===== config.mk =====
export PLATFORM = sky130hd
export DESIGN_NAME = sysarr_mac_ctrl
export DESIGN_NICKNAME = d
export VERILOG_FILES = /design/src/rtl/sys_arr_pkg.sv /design/src/rtl/sysarr_step_timer.sv /design/src/rtl/sysarr_mac_ctrl.sv
export SDC_FILE = /design/constraint.sdc
export NUM_CORES = 1
export LEC_CHECK = 0
export CORE_UTILIZATION = 50
export CTS_BUF_LIST = sky130_fd_sc_hd__clkbuf_8
export DETAILED_ROUTE_END_ITERATION = 12
export PLACE_DENSITY = 0.82
export SLEW_MARGIN = 10
export SYNTH_ARGS = -nofsm -noshare
export SYNTH_HDL_FRONTEND = slang
export SYNTH_SLANG_ARGS = --single-unit
export TNS_END_PERCENT = 100

===== constraint.sdc =====
create_clock -name clk -period 5.6 [get_ports clk]
set_input_delay 0.84 -clock clk [delete_from_list [all_inputs] [get_ports clk]]
set_output_delay 0.84 -clock clk [all_outputs]
set_load 0.005 [all_outputs]

===== src/rtl/sys_arr_pkg.sv =====
// Shared timing constants and controller state type for the systolic array
// sequencer and its step timer.
package sys_arr_pkg;

    localparam int unsigned MUL_LEN = 3;
    localparam int unsigned ADD_LEN = 2;
    localparam int unsigned STEP    = MUL_LEN + ADD_LEN;
    localparam int unsigned DW      = 16;

    typedef enum logic [1:0] {
        IDLE    = 2'd0,
        LOAD_W  = 2'd1,
        COMPUTE = 2'd2,
        DONE    = 2'd3
    } ctrl_state_t;

endpackage


===== src/rtl/sysarr_step_timer.sv =====
// Per-step cycle counter broadcast to the MAC cells as mac_count; flags the
// last cycle of a step and parks there while the controller holds the step.
module sysarr_step_timer #(
    parameter  int unsigned STEP_LEN = 5,
    localparam int unsigned MW       = (STEP_LEN > 1) ? $clog2(STEP_LEN) : 1
) (
    input  logic          clk,
    input  logic          nRST,
    input  logic          en,
    input  logic          hold,
    output logic [MW-1:0] mac_count,
    output logic          end_c
);

    localparam logic [MW-1:0] LAST = MW'(STEP_LEN - 1);

    logic [MW-1:0] cnt_q;
    logic [MW-1:0] cnt_d;

    // Count up within a step, wrap on release, and read 0 whenever disabled.
    always_comb begin
        cnt_d = '0;
        if (en) begin
            if (cnt_q != LAST) begin
                cnt_d = cnt_q + MW'(1);
            end else if (hold) begin
                cnt_d = cnt_q;
            end
        end
    end

    always_ff @(posedge clk or negedge nRST) begin
        if (!nRST) begin
            cnt_q <= '0;
        end else begin
            cnt_q <= cnt_d;
        end
    end

    assign mac_count = cnt_q;
    assign end_c     = en && (cnt_q == LAST);

endmodule


===== src/rtl/sysarr_mac_ctrl.sv =====
// Sequencer for an N x N weight-stationary systolic array: loads weight rows,
// then steps the array over skewed input rows plus drain steps.
module sysarr_mac_ctrl
    import sys_arr_pkg::*;
#(
    parameter  int unsigned N        = 4,
    parameter  int unsigned ROWS_MAX = 64,
    localparam int unsigned NRW      = $clog2(ROWS_MAX + 1),
    localparam int unsigned WRW      = (N > 1) ? $clog2(N) : 1,
    localparam int unsigned MW       = (STEP > 1) ? $clog2(STEP) : 1,
    localparam int unsigned SW       = $clog2(ROWS_MAX + 2 * N)
) (
    input  logic           clk,
    input  logic           nRST,
    input  logic           start,
    input  logic [NRW-1:0] num_rows,
    input  logic           reuse_weights,
    output logic           busy,
    output logic           done,
    input  logic           weight_valid,
    output logic           weight_ready,
    output logic [WRW-1:0] weight_row,
    input  logic           input_valid,
    output logic           input_ready,
    output logic           feed_zero,
    output logic           MAC_shift,
    output logic [MW-1:0]  mac_count,
    output logic           psum_valid,
    output logic [SW-1:0]  psum_step,
    input  logic           out_ready
);

    ctrl_state_t    state_q, state_d;
    logic [WRW-1:0] wr_q, wr_d;
    logic [SW-1:0]  step_q, step_d;
    logic [NRW-1:0] rows_q, rows_d;

    logic          end_c;
    logic          timer_en_c;
    logic          hold_c;
    logic          feed_c;
    logic          out_step_c;
    logic          last_step_c;
    logic          advance_c;
    logic [SW-1:0] total_c;

    // Step classification: feed steps carry input rows, output steps
    // produce bottom-row partial sums; the two overlap in the middle.
    assign total_c     = SW'(rows_q) + SW'(2 * N - 2);
    assign feed_c      = step_q < SW'(rows_q);
    assign out_step_c  = step_q >= SW'(N - 1);
    assign last_step_c = step_q == (total_c - SW'(1));
    assign advance_c   = (!feed_c || input_valid) && (!out_step_c || out_ready);
    assign timer_en_c  = state_q == COMPUTE;
    assign hold_c      = !advance_c;

    sysarr_step_timer #(
        .STEP_LEN (STEP)
    ) u_step_timer (
        .clk       (clk),
        .nRST      (nRST),
        .en        (timer_en_c),
        .hold      (hold_c),
        .mac_count (mac_count),
        .end_c     (end_c)
    );

    always_comb begin
        state_d      = state_q;
        wr_d         = wr_q;
        step_d       = step_q;
        rows_d       = rows_q;
        busy         = 1'b0;
        done         = 1'b0;
        weight_ready = 1'b0;
        weight_row   = '0;
        input_ready  = 1'b0;
        feed_zero    = 1'b0;
        MAC_shift    = 1'b0;
        psum_valid   = 1'b0;
        psum_step    = '0;

        case (state_q)
            IDLE: begin
                if (start) begin
                    rows_d = num_rows;
                    wr_d   = '0;
                    step_d = '0;
                    if (num_rows == '0) begin
                        state_d = DONE;
                    end else if (reuse_weights) begin
                        state_d = COMPUTE;
                    end else begin
                        state_d = LOAD_W;
                    end
                end
            end

            LOAD_W: begin
                busy         = 1'b1;
                weight_ready = 1'b1;
                weight_row   = wr_q;
                if (weight_valid) begin
                    if (wr_q == WRW'(N - 1)) begin
                        wr_d    = '0;
                        state_d = COMPUTE;
                    end else begin
                        wr_d = wr_q + WRW'(1);
                    end
                end
            end

            COMPUTE: begin
                busy      = 1'b1;
                feed_zero = !feed_c;
                // Handshakes are only offered in the step's end cycle and
                // stay up while either side stalls the step.
                if (end_c) begin
                    input_ready = feed_c;
                    psum_valid  = out_step_c;
                    if (out_step_c) begin
                        psum_step = step_q - SW'(N - 1);
                    end
                    if (advance_c) begin
                        MAC_shift = 1'b1;
                        if (last_step_c) begin
                            step_d  = '0;
                            state_d = DONE;
                        end else begin
                            step_d = step_q + SW'(1);
                        end
                    end
                end
            end

            DONE: begin
                busy    = 1'b1;
                done    = 1'b1;
                state_d = IDLE;
            end

            default: begin
                state_d = IDLE;
            end
        endcase
    end

    always_ff @(posedge clk or negedge nRST) begin
        if (!nRST) begin
            state_q <= IDLE;
            wr_q    <= '0;
            step_q  <= '0;
            rows_q  <= '0;
        end else begin
            state_q <= state_d;
            wr_q    <= wr_d;
            step_q  <= step_d;
            rows_q  <= rows_d;
        end
    end

endmodule


# Word level (Yosys, flattened, before mapping)
# Cells that the tools add are included.
[classes]
n_addsub = 6
order_cmp = 2
n_eq_ne = 14
muxes = 36
n_reduce_logical = 15
[op_table]
columns = ["operator", "count"]
rows = [
  ["7-bit 2-to-1 mux", 7],
  ["2-bit 2-to-1 mux", 12],
  ["7-bit case mux with 2 select lines", 1],
  ["2-bit inequality test (second input constant)", 6],
  ["1-bit 2-to-1 mux", 11],
  ["3-bit 2-to-1 mux", 3],
  ["2-bit case mux with 4 select lines", 1],
  ["7-bit by 1-bit adder with 7-bit output (second input constant)", 1],
  ["7-bit by 3-bit adder with 7-bit output (second input constant)", 1],
  ["7-bit == test", 1],
  ["7-bit by 2-bit greater-or-equal comparator with 1-bit output (second input constant)", 1],
  ["7-bit zero test", 1],
  ["7-bit less-than comparator", 1],
  ["7-bit by 1-bit subtractor with 7-bit output (second input constant)", 1],
  ["7-bit by 2-bit subtractor with 7-bit output (second input constant)", 1],
  ["2-bit == test (second input constant)", 3],
  ["3-bit inequality test (second input constant)", 2],
  ["6-bit AND reduction", 1],
  ["2-bit case mux with 2 select lines", 1],
  ["4-bit AND reduction", 1],
  ["2-bit nonzero test", 2],
  ["3-bit by 1-bit adder with 3-bit output (second input constant)", 1],
  ["3-bit == test (second input constant)", 1],
  ["3-bit AND reduction", 1],
  ["8 further kinds", 11],
]
[totals]
reg_bits = 21
inputBits = 14
out_inout_bits = 19
wordCells = 78

# Logic depth before layout (Yosys ltp)
[depth]
ltp_word = 7
mapped_depth = 9
depth_no_buf = 8

# Modules after synthesis
# From an unflattened synthesis, not the netlist that was laid out.
[hier_totals]
cells_unflattened = 206
hier_area_um2 = 1794.2
[by_module_without_submodules]
columns = ["mod", "instances", "cells_per_inst", "area_per_inst_um2", "seq_area_each_um2"]
rows = [
  ["sysarr_mac_ctrl", 1, 188, 1604.0, 450.4],
  ["sysarr_step_timer", 1, 18, 190.2, 75.1],
]

# Worst setup path before layout
# OpenSTA, ideal clock, no wires.
[synth_timing]
path_kind = "register to register"
startpoint = "register step_q[6]"
endpoint = "register step_q[6]"
setup_time_ns = 0.099
arrival_time_ns = 2.235
t_required_ns = 5.501
slack_ns = 3.266
path_stages_with_launch = 8
n_path_buf = 1
period_less_slack_ns = 2.334
path_cell_list = "dfrtp_1 ha_1 nand4_1 and3_1 a31o_2 or4_1 buf_6 o311ai_4"
[synth_via]
elab_chain_len = 6
word_cells_on_any_way = 15
classes_between = "1 x add/sub; 2 x order compare; 2 x eq/ne; 4 x mux; 6 x reduce/logical"
[synth_rtl]
columns = ["item", "line_no", "rtl"]
rows = [
  ["start: declaration", "sysarr_mac_ctrl.sv:35", "logic [SW-1:0] step_q, step_d;"],
  ["start signal: assignment", "sysarr_mac_ctrl.sv:157", "step_q <= step_d;"],
  ["parallel branches: the longest is 6 deep, another holds 7-bit by 1-bit adder with 7-bit output", "n/a", ""],
]
# Several ways; the timed one is not identified. The select of a mux whose other input is x is not followed.
# A chain may end at the register's enable or synchronous reset.

# Final worst setup path
[layout_timing]
startpoint = "register step_q[6]"
endpoint = "output port MAC_shift"
[layout_via]
elab_chain_len = 7
word_cells_on_any_way = 10
classes_between = "2 x order compare; 3 x mux; 5 x reduce/logical"
[layout_rtl]
columns = ["item", "line_no", "rtl"]
rows = [
  ["7-bit less-than comparator / 7-bit by 2-bit greater-or-equal comparator with 1-bit output (equally long branches)", "sysarr_mac_ctrl.sv:50, sysarr_mac_ctrl.sv:51", ""],
  ["1-bit zero test", "sysarr_mac_ctrl.sv:53", "assign advance_c = (!feed_c || input_valid) && (!out_step_c || out_ready);"],
  ["1-bit logical OR", "sysarr_mac_ctrl.sv:53", ""],
  ["1-bit logical AND *", "sysarr_mac_ctrl.sv:53", ""],
  ["1-bit 2-to-1 mux *", "sysarr_mac_ctrl.sv:124", "if (advance_c) begin"],
  ["1-bit 2-to-1 mux *", "sysarr_mac_ctrl.sv:118", "if (end_c) begin"],
  ["1-bit 2-to-1 mux *", "sysarr_mac_ctrl.sv:83", "case (state_q)"],
  ["end: declaration", "sysarr_mac_ctrl.sv:26", "output logic MAC_shift,"],
]
# Every way passes the cells marked *; elsewhere a longest branch is shown, timed or not.

==> flow_metrics.tcl <==
set metrics [dict create \
    syn_to_final_growth_pct 20.22 \
    status "completed" \
    powerDensity_nw_per_um2 401.8 \
    dr_wl_met3_um 136 \
    worst_pin_slew_ns 0.9290 \
    relSlewSlack_pct 37.87 \
    yosysMostFrequentCell "dfrtp_1" \
    start_kind "flop" \
    h-tree-depth 1 \
    holdCritStartpoint "rows_q[0]$_DFFE_PN0P_" \
    wl_met1_um 1705 \
    clk_latency_ns 0.27 \
    via_per_inst 5.364 \
    num_vias 1443 \
    r2r-start "step_q[6]$_DFFE_PN0P_" \
    rsz0062_at_grt "no" \
    crit_required_ns 4.76 \
    die-width_um 61.70 \
    async_flop_share_pct 100.0 \
    sw_frac_of_total_pct 42.35 \
    grt_pass1_vias 1229 \
    synth_warnings 0 \
    crit_path_end_kind "output port" \
    pwr-share-seq_pct 31.3 \
    cts_sinks 21 \
    clk_pin_slew_ns 0.08 \
    hold_buffers 0 \
    post-route-min-period_ns 3.198 \
    synthFlopType "dfrtp_1" \
    finalSetupTns_ns 0 \
    synthesis.instances 196 \
    antenna_left 0 \
    finalHoldViolations 0 \
    io_buffers 32 \
    drt-pass1-iter-count 4 \
    timing.hold.ws_ns 0.5878 \
    synth_edf_count 0 \
    synth_seq_area_share_pct 29.49 \
    total_power_mw 0.8608 \
    critPathMaxFanout 7 \
    antenna_found_initial 0 \
    p_leak_nw 0.9508 \
    routed.top_layer "met4" \
    finalCritPeriodShare_pct 57.11 \
    routed_wl_um 3442 \
    cts_buffers 3 \
    drc_errors 0 \
    avgSynthCellArea_um2 9.090 \
    dieHeight_um 61.70 \
    setup_viol 0 \
    drive_gt1_share_pct 9.865 \
    gp_congestion 0.8097 \
    power_switching_mw 0.3645 \
    dieArea_um2 3806 \
    worstPathArrival_ns 2.36 \
    cts_tree "yes" \
    critPathKind "flop to output port" \
    final_nets 255 \
    wire_per_inst_um 12.80 \
    synthTopCellsByCount "dfrtp_1 (21), inv_1 (18), ha_1 (17)" \
    p_clk_share_pct 12.0 \
    fill_cells 308 \
    grt.total_usage_pct 20.27 \
    ir_drop_v 0.0002567 \
    diodes 0 \
    synth_top_area_share_pct 29.49 \
    netlist_area_um2 1782 \
    post_cts_buffers 0 \
    drtIter0Drc 72 \
    root_buffer "clkbuf_8" \
    crit_start "step_q[6]$_DFFE_PN0P_" \
    seqCellArea_um2 525.5 \
    wl_met2_um 1579 \
    core-area_um2 3363 \
    p_comb_share_pct 56.7 \
    drv_cap 0 \
    clk_path_buf_depth 2 \
    multi_input_area_um2 1125 \
    synth_area_leader_cell "dfrtp_1" \
    finalClockSkew_ns 0.003188 \
    hpwl_um 2692 \
    synth_cell_types 45 \
    hp-class "flop to flop" \
    synth_nets 227 \
    ys_ff_latch 21 \
    io_pins 33 \
    cts_resized 0 \
    grt_max_degree 22 \
    grt_pass1_wl_um 5664 \
    synth_area_leaders "dfrtp_1 (29%), ha_1 (12%), mux2_2 (4.4%)" \
    start_util_pct 52.98 \
    finalMaxSlewViolations 0 \
    rows 21 \
    grt-ovfl-total 0 \
    p_int_mw 0.4962 \
    fmax_mhz 312.7 \
]
## layout make-up
cell class,instances,area share (%)
Sequential cell,21,24.53
Timing Repair Buffer,32,14.95
Clock inverter,1,0.2336
Tap cell,46,2.687
Inverter,18,3.154
Multi-Input combinational cell,148,52.51
Clock buffer,3,1.928
## stage by stage
stage                     setup WS (ns)  utilization (%)  std cells  area, um2
after floorplan                   3.266                -        196       1782
after global placement            2.551            62.31        265       2096
after detailed placement          2.542            62.31        265       2096
after CTS                         2.404            63.69        269       2142
after global routing              2.277            63.69        269       2142
final                             2.402            63.69        269       2142
## power by group through the flow
stage          registers, mW  logic (mW)  clock network (mW)
5_1_grt                0.277       0.555               0.111
4_1_cts                0.269       0.492               0.104
2_1_floorplan          0.246       0.388                   0
3_3_place_gp           0.269       0.479                   0
6_report               0.269       0.488               0.104
3_5_place_dp           0.272       0.488                   0
## layout by cell type, fill, tap and decap left out, drive strengths merged, types with 3 or more instances in the layout
master / count
and3: 3
and2: 3
dfrtp: 21
clkdlybuf4s50: 32
mux2: 7
nor3: 4
mux2i: 4
nand3: 10
a21oi: 7
inv: 18
nand2: 16
nand2b: 3
o2bb2ai: 3
o21bai: 4
clkbuf: 3
ha: 17
nor2: 16
o21ai: 7
xor2: 4
xnor2: 10
## worst max-delay path, cell delays in order (launching register included)
cell	delay (ns)
dfrtp_1	0.51
ha_1	0.40
nand4_1	0.10
and3_1	0.21
a31o_2	0.28
nor2_1	0.08
clkdlybuf4s50_1	0.51
## final timing paths
path                                          endpoint  slack [ns]  cells after the start
worst min-delay path             rows_q[0]$_DFFE_PN0P_        0.59                      1
worst max-delay path                         MAC_shift        2.40                      6
worst max register to register   step_q[5]$_DFFE_PN0P_        3.01                      6
worst min register to register   rows_q[0]$_DFFE_PN0P_        0.59                      1
max in group asynchronous       state_q[0]$_DFFE_PN0P_        3.95                      1
min in group asynchronous        rows_q[6]$_DFFE_PN0P_        1.09                      1
## layer usage
metal,up-vias,global-route usage (%)
met5,-,0
met1,671,29.35
met3,2,4.348
met4,0,4.127
met2,29,31.34
li1,741,-
## registers in the layout, indices dropped and copies added (netlist names)
signal and flops:
u_step_timer.mac_count 3, rows_q 7, wr_q 2, state_q 2, step_q 7
## cells by family after synthesis
family | count (synthesis) | share of synthesized area, %
multiplexers | 11 | 6.672
XOR/XNOR | 14 | 7.304
buffers and inverters | 27 | 7.373
flip-flops | 21 | 29.49
AO/OA/AOI/OAI | 42 | 19.38
AND/OR/NAND/NOR | 64 | 17.84
adder cells (fa/ha/maj) | 17 | 11.94
Note: power is estimated with default switching activity, not from simulation.
